===== src/rtl/ppi_pkg.sv =====
// Shared types and constants for the 8255-style PPI Port A Mode 1 input path.
//   ppi_state_e  : handshake state of the strobed-input engine
//   PC_*_A       : Port C bit positions used by Port A in Mode 1
//   BSR_*        : field positions inside a bit-set/reset control word
package ppi_pkg;

  typedef enum logic [1:0] {
    IDLE    = 2'd0,
    CAPTURE = 2'd1,
    FULL    = 2'd2,
    READ    = 2'd3
  } ppi_state_e;

  localparam int unsigned PC_INTR_A = 3;
  localparam int unsigned PC_INTE_A = 4;
  localparam int unsigned PC_IBF_A  = 5;

  localparam int unsigned BSR_SEL_BIT = 7;
  localparam int unsigned BSR_IDX_MSB = 3;
  localparam int unsigned BSR_IDX_LSB = 1;
  localparam int unsigned BSR_VAL_BIT = 0;

endpackage


===== src/rtl/ppi_edge_sync.sv =====
// N-stage synchronizer followed by a rise/fall edge detector.
//   clk, rst_n : clock, async active-low reset (flops reset to 1 = idle line)
//   d_i        : asynchronous (or synchronous) input level
//   rise_o_c   : one-cycle combinational pulse, synchronized level went 0->1
//   fall_o_c   : one-cycle combinational pulse, synchronized level went 1->0
module ppi_edge_sync #(
  parameter int unsigned STAGES = 2
) (
  input  logic clk,
  input  logic rst_n,
  input  logic d_i,
  output logic rise_o_c,
  output logic fall_o_c
);

  logic [STAGES-1:0] sync_q;
  logic              prev_q;

  // Synchronizer chain plus one extra flop holding the previous synchronized level
  always_ff @(posedge clk or negedge rst_n) begin
    if (!rst_n) begin
      sync_q <= '1;
      prev_q <= 1'b1;
    end else begin
      sync_q[0] <= d_i;
      for (int unsigned i = 1; i < STAGES; i++) begin
        sync_q[i] <= sync_q[i-1];
      end
      prev_q <= sync_q[STAGES-1];
    end
  end

  assign rise_o_c = ~prev_q &  sync_q[STAGES-1];
  assign fall_o_c =  prev_q & ~sync_q[STAGES-1];

endmodule


===== src/rtl/ppi_mode1_input_port.sv =====
// 8255-style Port A Mode 1 (strobed input) handshake engine.
// Latches PA_IN on the peripheral strobe, raises IBF/INTR, and releases the
// buffer once the CPU read completes. INTE is controlled by BSR writes.
// Optional feature macro: PPI_OVERRUN_FLAG_EN adds a sticky OVERRUN output.
// Ports:
//   CLK, RESET_N  : clock, asynchronous active-low reset
//   ENABLE        : Port A configured for Mode 1 input
//   PA_IN         : peripheral data bus
//   STB_N         : peripheral strobe, active-low, asynchronous
//   RD_N          : CPU read of Port A, active-low, synchronous
//   BSR_WR        : control word write pulse
//   BSR_CONTROL   : control word (BSR when bit7=0)
//   DATA_OUT      : latched Port A data
//   IBF, INTR     : Port C status lines (bits 5 and 3)
//   INTE          : interrupt enable readback
//   OVERRUN       : sticky overrun flag (only with PPI_OVERRUN_FLAG_EN)
module ppi_mode1_input_port
  import ppi_pkg::*;
#(
  parameter int unsigned DATA_WIDTH  = 8,
  parameter int unsigned SYNC_STAGES = 2,
  parameter int unsigned INTE_BIT    = PC_INTE_A
) (
  input  logic                  CLK,
  input  logic                  RESET_N,
  input  logic                  ENABLE,
  input  logic [DATA_WIDTH-1:0] PA_IN,
  input  logic                  STB_N,
  input  logic                  RD_N,
  input  logic                  BSR_WR,
  input  logic [7:0]            BSR_CONTROL,
  output logic [DATA_WIDTH-1:0] DATA_OUT,
  output logic                  IBF,
  output logic                  INTR,
  output logic                  INTE
`ifdef PPI_OVERRUN_FLAG_EN
  ,
  output logic                  OVERRUN
`endif
);

  logic stb_rise_c, stb_fall_c;
  logic rd_rise_c,  rd_fall_c;
  logic bsr_hit_c;
  logic unused_bsr_bits;

  ppi_state_e            state_q, state_d;
  logic [DATA_WIDTH-1:0] data_q,  data_d;
  logic                  ibf_q,   ibf_d;
  logic                  intr_q,  intr_d;
  logic                  inte_q,  inte_d;
  logic [DATA_WIDTH-1:0] pa_pipe_q [SYNC_STAGES];

  // Strobe goes through the full synchronizer depth
  ppi_edge_sync #(.STAGES(SYNC_STAGES)) u_stb_sync (
    .clk      (CLK),
    .rst_n    (RESET_N),
    .d_i      (STB_N),
    .rise_o_c (stb_rise_c),
    .fall_o_c (stb_fall_c)
  );

  // RD_N is already synchronous, one register is enough for edge detection
  ppi_edge_sync #(.STAGES(1)) u_rd_sync (
    .clk      (CLK),
    .rst_n    (RESET_N),
    .d_i      (RD_N),
    .rise_o_c (rd_rise_c),
    .fall_o_c (rd_fall_c)
  );

  // Data delay line matching the strobe synchronizer so the captured word is the one present at the strobe fall
  always_ff @(posedge CLK or negedge RESET_N) begin
    if (!RESET_N) begin
      for (int unsigned i = 0; i < SYNC_STAGES; i++) begin
        pa_pipe_q[i] <= '0;
      end
    end else begin
      pa_pipe_q[0] <= PA_IN;
      for (int unsigned i = 1; i < SYNC_STAGES; i++) begin
        pa_pipe_q[i] <= pa_pipe_q[i-1];
      end
    end
  end

  assign bsr_hit_c = BSR_WR && !BSR_CONTROL[BSR_SEL_BIT] &&
                     (BSR_CONTROL[BSR_IDX_MSB:BSR_IDX_LSB] == 3'(INTE_BIT));
  assign unused_bsr_bits = ^BSR_CONTROL[6:4];

  // State register and registered outputs
  always_ff @(posedge CLK or negedge RESET_N) begin
    if (!RESET_N) begin
      state_q <= IDLE;
      data_q  <= '0;
      ibf_q   <= 1'b0;
      intr_q  <= 1'b0;
      inte_q  <= 1'b0;
    end else begin
      state_q <= state_d;
      data_q  <= data_d;
      ibf_q   <= ibf_d;
      intr_q  <= intr_d;
      inte_q  <= inte_d;
    end
  end

  // Next-state and next-output logic
  always_comb begin
    state_d = state_q;
    data_d  = data_q;
    inte_d  = inte_q;

    // INTE follows BSR writes regardless of ENABLE or handshake state
    if (bsr_hit_c) begin
      inte_d = BSR_CONTROL[BSR_VAL_BIT];
    end

    if (!ENABLE) begin
      state_d = IDLE;
    end else begin
      case (state_q)
        IDLE: begin
          if (stb_fall_c) begin
            data_d  = pa_pipe_q[SYNC_STAGES-1];
            state_d = CAPTURE;
          end
        end
        CAPTURE: if (stb_rise_c) state_d = FULL;
        FULL:    if (rd_fall_c)  state_d = READ;
        READ:    if (rd_rise_c)  state_d = IDLE;
        default: state_d = IDLE;
      endcase
    end

    ibf_d  = (state_d != IDLE);
    intr_d = inte_q && (state_d == FULL);
  end

  assign DATA_OUT = data_q;
  assign IBF      = ibf_q;
  assign INTR     = intr_q;
  assign INTE     = inte_q;

`ifdef PPI_OVERRUN_FLAG_EN
  logic overrun_q, overrun_d;

  // Sticky overrun: a new strobe while the buffer is busy wins over the clear on read completion
  always_comb begin
    overrun_d = overrun_q;
    if (!ENABLE) begin
      overrun_d = 1'b0;
    end else if (stb_fall_c && (state_q != IDLE)) begin
      overrun_d = 1'b1;
    end else if ((state_q == READ) && rd_rise_c) begin
      overrun_d = 1'b0;
    end
  end

  always_ff @(posedge CLK or negedge RESET_N) begin
    if (!RESET_N) begin
      overrun_q <= 1'b0;
    end else begin
      overrun_q <= overrun_d;
    end
  end

  assign OVERRUN = overrun_q;
`endif

endmodule


===== config.mk =====
export PLATFORM = sky130hd
export DESIGN_NAME = ppi_mode1_input_port
export DESIGN_NICKNAME = d
export VERILOG_FILES = /design/src/rtl/ppi_pkg.sv /design/src/rtl/ppi_edge_sync.sv /design/src/rtl/ppi_mode1_input_port.sv
export SDC_FILE = /design/constraint.sdc
export NUM_CORES = 1
export LEC_CHECK = 0
export BUFFER_PORTS_ARGS = -buffer_cell sky130_fd_sc_hd__buf_2
export CORE_MARGIN = 2
export CORE_UTILIZATION = 44
export CTS_CLUSTER_DIAMETER = 100
export DETAILED_ROUTE_END_ITERATION = 7
export PLACE_DENSITY = 0.71
export SYNTH_ARGS = -nofsm -noshare
export SYNTH_HDL_FRONTEND = slang
export SYNTH_SLANG_ARGS = --single-unit

===== constraint.sdc =====
create_clock -name CLK -period 1.4 [get_ports CLK]
set_clock_uncertainty 0.15 [all_clocks]
set_input_delay 0.21 -clock CLK [delete_from_list [all_inputs] [get_ports CLK]]
set_output_delay 0.21 -clock CLK [all_outputs]
set_load 0.005 [all_outputs]

==> flow_summary_export.csv <==
group,metric,value,unit
power,comb_power_share,0.128,
drt,via_per_inst,4.54,
floorplanning,fp-row-count,18,
worst_setup_path,cp_data_arrival_time,1.56,ns
cts,cts_tree,"done",
floorplanning,io_pins,33,
floorplanning,die_w,54.1,µm
synthesis,netlist_area,1100,µm²
power,p_leak,0.000748,µW
timing,relSlewSlack,0.768,
timing,final_hold_viol_count,0,
floorplanning,die_h,54.1,µm
cts,cts.sinks,34,
power,clockPowerShare,0.284,
cts,htreeDepth,2,
synthesis,avgSynthCellArea,18.1,µm²
synthesis,yosysUniqueCellTypes,18,
run_status,status,"finished with violations",
cts,cts_buffers,5,
placement,pre_cts_ws,-0.0869,ns
timing,fin_ws,-0.0931,ns
hold_path,hold_class,"in2reg",
run_status,failed_checks,"negative setup slack",
power,power.density,1250,nW/µm²
floorplanning,start_util,0.454,
worst_setup_path,path_cells,"and2b_1 -> nand3b_4 -> mux2_2",
cts,cts.clk_slew.worst_paths,0.09,ns
drt,postRouteAntennaNets,0,
timing,worst_pin_slew,0.348,ns
cts,insertion_delay,0.32,ns
timing,maxClockFrequency,0.670,GHz
global_routing,grt_overflow_total,0,
synthesis,syn-num-nets,83,
synthesis,netlist_instances,61,
synthesis,ys_seq_elements,34,
layout,antennaDiodeCount,0,
drt,route.detailed.drc,0,
floorplanning,dieArea,2920,µm²
global_routing,grt_start_max_net_pins,21,
worst_setup_path,cp_slowest_cell,"dfstp_2",
global_routing,antenna_found_initial,0,
drt,dr.pass1.iters,2,
timing,hold_slack,0.0413,ns
job,cap_violations,0,
layout,syn2layout_area_growth,38.3,%
worst_setup_path,cpPeakStageDelay,0.53,ns
synthesis,ys_warn_count,0,
power,p_sw,435,µW
global_routing,gr-usage-all-layers,0.150,
worst_setup_path,required,1.46,ns
power,vdd_drop_max,0.849,mV
worst_setup_path,reg2reg_slack,-0.09,ns
power,intPower,1480,µW
cts,cts_root_buf,"clkbuf_4",
worst_setup_path,cp-end-kind,"flop",
timing,rsz0062_at_grt,"true",
drt,first_iter_violations,3,
worst_setup_path,setup.worst_path.class,"reg2reg",
floorplanning,core_area,2430,µm²
placement,gp_congestion,0.753,
power,swShare,0.227,
cts,clockBufferDepth,2,
worst_setup_path,cp_max_fo,8,
global_routing,grt_pass1_wl,2910,µm
layout,drive_gt1_frac,0.513,
synthesis,ys_seq_area_frac,0.777,
worst_setup_path,startpoint_type,"flop",
global_routing,grt_pass1_vias,667,
placement,hpwl,1170,µm
timing,fin_crit_sh,1.07,
timing,slew_viol_final,0,
placement,portBuffers,29,
layout,nets,136,
power,p_seq_frac,0.588,
drt,post_drt_wl_per_cell,12.7,µm
drt,wl,1840,µm
timing,finalCriticalPeriod,1.49,ns
drt,num_vias,659,
timing,setup_viol,8,
-- worst max-delay path: cells and delay by family, from the launching register on --
| family | cells | cell delay (ns) |
|---|---|---|
| multiplexers | 1 | 0.35 |
| flip-flops | 1 | 0.53 |
| AND/OR/NAND/NOR | 2 | 0.35 |
-- final timing paths --
kind | startpoint | to | cells after the start
max reg2reg | u_stb_sync.sync_q[1] | DATA_OUT[3] | 3
min | ENABLE | state_q[0] | 2
min in group asynchronous | RESET_N | pa_pipe_q[15] | 2
max | u_stb_sync.sync_q[1] | DATA_OUT[3] | 3
max in group asynchronous | RESET_N | u_stb_sync.prev_q | 3
min reg2reg | pa_pipe_q[14] | pa_pipe_q[6] | 0
-- sequential cells by signal, indices dropped and copies added (netlist names), 2 cells and up --
name and cells:
pa_pipe_q 16, u_stb_sync.sync_q 2, state_q 2, DATA_OUT 8
-- logic make-up after synthesis --
| family | count (synthesis) | synth area share |
|---|---|---|
| buffers and inverters | 1 | 0.00340 |
| AO/OA/AOI/OAI | 6 | 0.0408 |
| flip-flops | 34 | 0.777 |
| AND/OR/NAND/NOR | 10 | 0.0782 |
| adder cells (fa/ha/maj) | 1 | 0.00907 |
| multiplexers | 9 | 0.0918 |
-- synth_stat cells, drive strengths merged --
cell type / instances / area share
o21bai: 1 / 0.0068
dfrtp: 29 / 0.66
a21oi: 1 / 0.0045
maj3: 1 / 0.0091
nor4b: 1 / 0.0079
and3b: 2 / 0.016
a22o: 1 / 0.0079
dfstp: 5 / 0.12
nand2: 3 / 0.010
o31ai: 1 / 0.0068
a21boi: 1 / 0.0068
o2bb2ai: 1 / 0.0079
nand3b: 1 / 0.018
mux2: 9 / 0.092
and4bb: 1 / 0.011
inv: 1 / 0.0034
and2b: 2 / 0.015
-- repair_timing --
action	in CTS	in global routing
endpoints found under the setup margin	9	11
hold buffers	13	0
gates resized for setup	0	3
setup buffers	0	1
pin swaps	2	1
hold endpoints to repair	41	0
-- power groups by stage --
stage / sequential [µW] / clock, µW / combinational, µW
floorplan: 1150 / 0 / 79.2
global placement: 1140 / 0 / 211
detailed placement: 1150 / 0 / 218
CTS: 1130 / 569 / 245
global route: 1140 / 618 / 271
finish: 1130 / 544 / 245
-- metal layers --
| metal | global-route usage | share of wire | vias up | wire length [µm] |
|---|---|---|---|---|
| met5 | 0 | 0 | - | 0 |
| met4 | 0.0625 | 0.014 | 0 | 25 |
| met3 | 0.0667 | 0.047 | 3 | 86 |
| met2 | 0.254 | 0.55 | 17 | 1000 |
| met1 | 0.162 | 0.39 | 320 | 719 |
| li1 | - | - | 319 | - |
-- stage by stage --
step | utilization | setup TNS, ns | std cells | total power [µW] | instance area [µm²]
final | 0.628 | -0.691 | 145 | 1920 | 1530
after global routing | 0.628 | -1.14 | 145 | 2030 | 1530
after CTS | 0.621 | -0.812 | 144 | 1940 | 1510
after detailed placement | 0.543 | -0.684 | 123 | 1360 | 1320
after global placement | 0.543 | -0.605 | 123 | 1350 | 1320
after floorplan | - | -0.409 | 61 | 1230 | 1100
-- layout by cell type (no fill, tap or decap), types with 2 or more instances in the layout --
master          n
and3b_1         2
buf_2          29
buf_4           3
clkbuf_4        5
dfrtp_1        29
dfstp_2         5
dlygate4sd3_1  13
mux2_2          9
nand2_1         3
-- area by class of cell --
| class | instances | area [µm²] |
|---|---|---|
| clock buffer | 7 | 55.1 |
| clock inverter | 1 | 5.00 |
| fill | 186 | 906 |
| inverter | 1 | 3.75 |
| multi-input combinational | 26 | 250 |
| sequential | 34 | 857 |
| tap | 30 | 37.5 |
| timing repair buffer | 46 | 318 |
No activity file was read; power rests on OpenSTA's default activity.
